--- src/rtl/remote_throw_rx.sv ---
// Purpose : receive side of the board-to-board throw link; turns the peer's asynchronous throw flag and power bus into one clean capture pulse.
// Latency : remote_throw/remote_busy rise SYNC_STAGES+STABLE_CYCLES edges after the first edge that samples the flag high (power already steady).
// Backpr. : none; the peer cannot be stalled, so throws that are not allowed or not clean are dropped (with link_error for faults).
//
// Ports:
//   clk60MHz, rst (async, active low)  - clock and reset
//   enable                             - remote player owns the current turn
//   in_throw_flag, in_power[4:0]       - peer pins, asynchronous to clk60MHz
//   clr_error                          - clears link_error unless a fault happens in the same cycle
//   remote_power[4:0]                  - power of the last accepted throw
//   remote_throw                       - one-cycle acceptance pulse
//   remote_busy                        - accepted flag still held high by the peer
//   link_error                         - sticky fault flag (glitch or settle timeout)
module remote_throw_rx #(
    parameter int SYNC_STAGES    = 2,
    parameter int STABLE_CYCLES  = 4,
    parameter int TIMEOUT_CYCLES = 1024
) (
    input  logic       clk60MHz,
    input  logic       rst,
    input  logic       enable,
    input  logic       in_throw_flag,
    input  logic [4:0] in_power,
    input  logic       clr_error,
    output logic [4:0] remote_power,
    output logic       remote_throw,
    output logic       remote_busy,
    output logic       link_error
);

    // The timeout counter also times the post-reset wait, so it must hold both ranges.
    localparam int TO_W = $clog2(TIMEOUT_CYCLES + SYNC_STAGES + 1);
    localparam int ST_W = $clog2(STABLE_CYCLES + 1);

    typedef enum logic [2:0] {
        ST_STARTUP,
        ST_IDLE,
        ST_CAPTURE,
        ST_HOLD,
        ST_IGNORE
    } state_t;

    logic [SYNC_STAGES-1:0]      flag_sync_q, flag_sync_d;
    logic [SYNC_STAGES-1:0][4:0] pwr_sync_q, pwr_sync_d;
    logic                        flag_p_q, flag_p_d;
    logic [4:0]                  pwr_p_q, pwr_p_d;
    state_t                      state_q, state_d;
    logic [ST_W-1:0]             stab_cnt_q, stab_cnt_d;
    logic [TO_W-1:0]             to_cnt_q, to_cnt_d;
    logic [4:0]                  remote_power_q, remote_power_d;
    logic                        remote_throw_q, remote_throw_d;
    logic                        remote_busy_q, remote_busy_d;
    logic                        link_error_q, link_error_d;

    logic       flag_s;
    logic [4:0] power_s;
    logic       flag_rise;
    logic       pwr_same;
    logic       fault;

    assign flag_s    = flag_sync_q[SYNC_STAGES-1];
    assign power_s   = pwr_sync_q[SYNC_STAGES-1];
    assign flag_rise = flag_s & ~flag_p_q;
    assign pwr_same  = (power_s == pwr_p_q);

    always_comb begin
        flag_sync_d    = {flag_sync_q[SYNC_STAGES-2:0], in_throw_flag};
        pwr_sync_d     = {pwr_sync_q[SYNC_STAGES-2:0], in_power};
        flag_p_d       = flag_s;
        pwr_p_d        = power_s;
        state_d        = state_q;
        stab_cnt_d     = stab_cnt_q;
        to_cnt_d       = to_cnt_q;
        remote_power_d = remote_power_q;
        remote_throw_d = 1'b0;
        fault          = 1'b0;

        unique case (state_q)
            ST_STARTUP: begin
                // Let the synchronisers flush; a flag already high here belongs
                // to a throw that started before we were alive, so skip it.
                if (to_cnt_q == TO_W'(SYNC_STAGES)) begin
                    to_cnt_d = '0;
                    state_d  = flag_s ? ST_IGNORE : ST_IDLE;
                end else begin
                    to_cnt_d = to_cnt_q + 1'b1;
                end
            end
            ST_IDLE: begin
                if (flag_rise) begin
                    state_d    = enable ? ST_CAPTURE : ST_IGNORE;
                    stab_cnt_d = '0;
                    to_cnt_d   = '0;
                end
            end
            ST_CAPTURE: begin
                to_cnt_d   = to_cnt_q + 1'b1;
                stab_cnt_d = pwr_same ? stab_cnt_q + 1'b1 : '0;
                // Priority: flag glitch, then settle timeout, then capture.
                if (!flag_s) begin
                    fault   = 1'b1;
                    state_d = ST_IDLE;
                end else if (to_cnt_q == TO_W'(TIMEOUT_CYCLES - 1)) begin
                    fault   = 1'b1;
                    state_d = ST_IGNORE;
                end else if (pwr_same && (stab_cnt_q == ST_W'(STABLE_CYCLES - 1))) begin
                    remote_power_d = power_s;
                    remote_throw_d = 1'b1;
                    state_d        = ST_HOLD;
                end
            end
            ST_HOLD: begin
                if (!flag_s) state_d = ST_IDLE;
            end
            ST_IGNORE: begin
                if (!flag_s) state_d = ST_IDLE;
            end
            default: state_d = ST_IDLE;
        endcase

        // A new fault wins over a simultaneous clear.
        if (fault)          link_error_d = 1'b1;
        else if (clr_error) link_error_d = 1'b0;
        else                link_error_d = link_error_q;

        remote_busy_d = (state_d == ST_HOLD);
    end

    always_ff @(posedge clk60MHz or negedge rst) begin
        if (!rst) begin
            flag_sync_q    <= '0;
            pwr_sync_q     <= '0;
            flag_p_q       <= 1'b0;
            pwr_p_q        <= '0;
            state_q        <= ST_STARTUP;
            stab_cnt_q     <= '0;
            to_cnt_q       <= '0;
            remote_power_q <= '0;
            remote_throw_q <= 1'b0;
            remote_busy_q  <= 1'b0;
            link_error_q   <= 1'b0;
        end else begin
            flag_sync_q    <= flag_sync_d;
            pwr_sync_q     <= pwr_sync_d;
            flag_p_q       <= flag_p_d;
            pwr_p_q        <= pwr_p_d;
            state_q        <= state_d;
            stab_cnt_q     <= stab_cnt_d;
            to_cnt_q       <= to_cnt_d;
            remote_power_q <= remote_power_d;
            remote_throw_q <= remote_throw_d;
            remote_busy_q  <= remote_busy_d;
            link_error_q   <= link_error_d;
        end
    end

    assign remote_power = remote_power_q;
    assign remote_throw = remote_throw_q;
    assign remote_busy  = remote_busy_q;
    assign link_error   = link_error_q;

endmodule

--- config.mk ---
export PLATFORM = sky130hd
export DESIGN_NAME = remote_throw_rx
export DESIGN_NICKNAME = d
export VERILOG_FILES = /design/src/rtl/remote_throw_rx.sv
export SDC_FILE = /design/constraint.sdc
export NUM_CORES = 1
export LEC_CHECK = 0
export ABC_AREA = 1
export CAP_MARGIN = 20
export CORE_UTILIZATION = 56
export DETAILED_ROUTE_END_ITERATION = 12
export GPL_ROUTABILITY_DRIVEN = 0
export PLACE_DENSITY = 0.82
export SYNTH_ARGS = -nofsm -noshare
export SYNTH_HDL_FRONTEND = slang
export SYNTH_SLANG_ARGS = --single-unit
--- constraint.sdc ---
create_clock -name clk60MHz -period 2 [get_ports clk60MHz]
set_input_delay 0.4 -clock clk60MHz [delete_from_list [all_inputs] [get_ports clk60MHz]]
set_output_delay 0.4 -clock clk60MHz [all_outputs]
set_load 0.01 [all_outputs]
* After elaboration in Yosys (flattened, before gate mapping)
Cells that the tools add are included.
Word-level totals: register bits 43, bits of input ports 10, word-level logic and storage cells 60
Operators by class: add/subtract/negate cells 2, equality and inequality tests 10, mux-type cells 24, bitwise logic cells 3, reduce and logical (&&, ||, !) cells 9
Operator list (number):
- $pmux 11 s3 | 1
- $mux 3 | 10
- $mux 11 | 2
- $eq 3x2->1 const B | 4
- $pmux 3 s4 | 1
- $add 11x1->11 const B | 1
- $eq 11x10->1 const B | 1
- $eq 11x2->1 const B | 1
- $mux 1 | 9
- $pmux 3 s2 | 1
- $eq 5x5->1 | 1
- $reduce_and 2->1 | 2
- $reduce_and 4->1 | 1
- $reduce_bool 2->1 | 2
- $add 3x1->3 const B | 1
- $eq 3x1->1 const B | 1
- $eq 3x3->1 const B | 1
- $logic_not 3->1 | 1
- $reduce_bool 3->1 | 1
- $ne 2x2->1 const B | 1
- $not 1->1 | 2
- $reduce_or 2->1 | 1
- $and 1x1->1 | 1
- $logic_and 1x1->1 | 1

* Logic depth before layout (Yosys ltp)
word-level depth 7, gate-level depth with buffers 10

* Worst setup path before layout
Ideal clock, no wire load.
path kind reg2reg, from register to_cnt_q[0], to register remote_power_q[2], in the netlist remote_power[2], arrival time 1.427 ns, setup slack 0.447 ns, cell stages (with the launch flop) 10, path buffers 1, cells stage by stage dfrtp_1 > ha_1 > nand3_1 > nor2_2 > nand4_1 > nand3_1 > or2_1 > buf_4 > nand2_1 > o21ai_0
On the way: longest elaborated chain between the ends 3
RTL lines:
- from (decl) | RTL line 49 | logic [TO_W-1:0] to_cnt_q, to_cnt_d;
- from (signal assigned) | RTL line 149 | to_cnt_q <= to_cnt_d;
- $eq 11x10->1 | RTL line 103 | end else if (to_cnt_q == TO_W'(TIMEOUT_CYCLES - 1)) begin
- $not 1->1 (no line)
- $reduce_and 4->1 (no line)
- to (signal assigned) | RTL line 150 | remote_power_q <= remote_power_d;
- to (decl) | RTL line 50 | logic [4:0] remote_power_q, remote_power_d;
No other way between the ends. A chain may end at the register's enable or synchronous reset.

* Worst setup path after layout
from register to_cnt_q[0], to register remote_power_q[4], in the netlist remote_power[4]
Same word-level chain as after synthesis.

==> run summary <==
syn_nets - 228
fin crit period - 1790 ps
ANT cells - 0
hold buffers post-CTS - 0
number of remaining DRC errors - 0
power per cell area - 929.8 nW/um^2
Mapped Area - 1919 sq um
postcts setup bufs - 0
fmax - 558.5 MHz
Die X - 60.55 um
max cap viols - 0
Final period util - 0.8952
core box area - 3153 sq um
synth top area cells - dfrtp_1, nand2_1, inv_1
worst r2r src - to_cnt_q[0]$_DFFE_PN0P_
Final Setup Violations - 0
share of cells above drive strength 1 - 0.1046
CP max stage delay - 450 ps
clock latency on the worst-skew pair - 360 ps
Initial Util - 0.6087
clk_skew - 12.71 ps
Slew Limit Fails - 0
post-synthesis mux area share - 0
fin nets - 252
Fin Hold WS - 90.16 ps
Hold Crit Class - primary input to asynchronous set/reset pin
vias in the first global route - 1362
Worst Path Arrival - 2050 ps
row count - 20
Routed wire per std cell - 12.90 um
area fraction of the dominant cell type after synthesis - 0.5606
post-synth top area cell - dfrtp_1
antenna violations before repair - 0
quantity of gates resized following cts - 0
Compound-Gate Fraction of Synth Area - 0.06519
Pwr Total - 0.002043 W
flop2flop setup slack - 210 ps
I/O pins - 18
final setup margin - 209.5 ps
Area Overhead vs Synth - 14.47%
CTS root buf - clkbuf_4
Detailed Place HPWL - 2.726 mm
crit path launch type - register
post-synthesis adder-cell area fraction - 0.02608
status - complete, no violations
crit-path cells - ha_1 -> nand3_1 -> nor2_2 -> nand4_1 -> nand3_1 -> or2_1 -> inv_2 -> nand2_1 -> nand2_1
WS Path Type - register to register
CTS tree - done
largest net degree at the start of global routing - 44
synth unique cells - 30
Buffers on Ports - 17
Layout fillers - 253
crit-path max FO - 10
Reg2Reg Depth - 9
register bit total from synthesis - 43
synth warn - 0
xor/xnor cell area share of the yosys netlist - 0.009126
Rel. slew slack - 0.6504
GRT Total Usage - 0.2318
sequential share of the synthesized area - 0.5606
Final Hold Vio Count - 0
peak supply drop - 586.7 uV
Die Y - 60.55 um
simple-gate share of the synthesized area - 0.2614
via density per instance - 5.205
CTS Buf Count - 5
DRT iter0 DRCs - 86
first-pass GRT wire length - 6.030 mm
CTS H-tree depth - 2
Critical Path RT - 2260 ps
pre-CTS setup slack - 230.8 ps
RSZ-0062 raised after global routing - no
CP max stage cell - dfrtp_1
critical register-to-register path endpoint - remote_power[4]$_DFFE_PN0P_
pin slew with the least headroom to its limit - 524.5 ps
antenna-violating nets left - 0
largest family of logic cells by synthesized area - simple AND/OR/NAND/NOR gates
CP Capture Type - register
Synth Instances - 214
leak pwr - 1.059 nW
Worst-path clk slew - 120 ps
clk sink count - 43
total negative slack - 0 ps
grt ovf - 0
CTS Buffer Depth - 2
syn avg cell area - 8.969 sq um
WL final - 3.652 mm
die area - 3666 sq um
Pre-antenna DRT Iters - 4
vias - 1473
[cell usage after synthesis (all sizes together)]
library cell / instances
a21oi: 4
buf: 1
dfrtp: 43
ha: 4
inv: 37
nand2: 51
nand3: 13
nand4: 8
nor2: 20
nor3: 7
nor3b: 1
nor4: 1
o2111ai: 2
o211ai: 1
o21ai: 14
o22ai: 1
or2: 4
xnor2: 1
xor2: 1
[worst max path at each step]
stage	cells past startpoint	slack [ps]	startpoint	to
4_1_cts	9	230	to_cnt_q[0]$_DFFE_PN0P_	remote_power[4]$_DFFE_PN0P_
3_5_place_dp	9	230	to_cnt_q[0]$_DFFE_PN0P_	remote_power[4]$_DFFE_PN0P_
6_report	9	210	to_cnt_q[0]$_DFFE_PN0P_	remote_power[4]$_DFFE_PN0P_
5_1_grt	8	50	to_cnt_q[0]$_DFFE_PN0P_	remote_power[0]$_DFFE_PN0P_
2_1_floorplan	9	450	to_cnt_q[0]$_DFFE_PN0P_	remote_power[2]$_DFFE_PN0P_
3_3_place_gp	9	320	to_cnt_q[0]$_DFFE_PN0P_	remote_power[4]$_DFFE_PN0P_
[power breakdown]
part | switching, W | internal [W] | leakage, nW
clock | 0.000282 | 0.000134 | 0.0272
combinational | 0.000417 | 0.000191 | 0.479
sequential | 0.0000726 | 0.000946 | 0.553
total | 0.000772 | 0.00127 | 1.06
[critical path, delay by kind of cell (launching register included)]
| kind | cells | cell delay (ps) |
|---|---|---|
| simple gates | 7 | 950 |
| flops | 1 | 450 |
| fa+ha+maj | 1 | 240 |
| buf+inv | 1 | 60 |
[layout by cell type, fill, tap and decap left out, drive strengths merged]
cell type and n:
nand2 51, dfrtp 43, inv 37, nor2 20, clkdlybuf4s50 16, o21ai 14
nand3 13, nand4 8, nor3 7, clkbuf 5, ha 4, or2 4
a21oi 4, o2111ai 2, clkinvlp 2, buf 2, xnor2 1, o211ai 1
nor4 1, o22ai 1, xor2 1, nor3b 1, clkinv 1
[routing by layer]
layer  vias up  share of wire  GRT usage
met5         -              0          0
met4         0          0.021     0.1104
met3         9          0.034    0.04904
met2        31           0.48     0.3783
met1       701           0.46     0.2973
li1        732              -          -
[stage by stage]
stage          instances  utilization  area, sq um
6_report             283       0.6968         2197
5_1_grt              283       0.6968         2197
4_1_cts              283       0.6968         2197
3_5_place_dp         275       0.6786         2140
3_3_place_gp         275       0.6786         2140
2_1_floorplan        214            -         1919
[cell type report]
type	instances	area, sq um	area share
sequential	43	1076	0.4897
inverter	37	141.4	0.06435
clock inverter	3	20.02	0.009112
clock buffer	5	37.54	0.01708
tap	44	55.05	0.02506
timing repair buffer	18	172.7	0.07859
multi-input combinational	133	694.4	0.3161
[kinds of logic (layout without fill, tap and decap cells)]
family / Yosys count / count (layout)
xor gates and xnor gates: 2 / 2
buffers and inverters: 38 / 63
DFF: 43 / 43
adders and majority gates: 4 / 4
and+or+nand+nor: 105 / 105
AOI/OAI and AO/OA: 22 / 22
[flip-flops by register name, indices dropped and copies added, names as in the netlist]
name          flops
link_error        1
power_s           5
remote_throw      1
pwr_p_q           5
to_cnt_q         11
state_q           3
remote_busy       1
flag_p_q          1
stab_cnt_q        3
flag_sync_q       2
pwr_sync_d        5
remote_power      5
No activity file was read; power rests on OpenSTA's default activity.
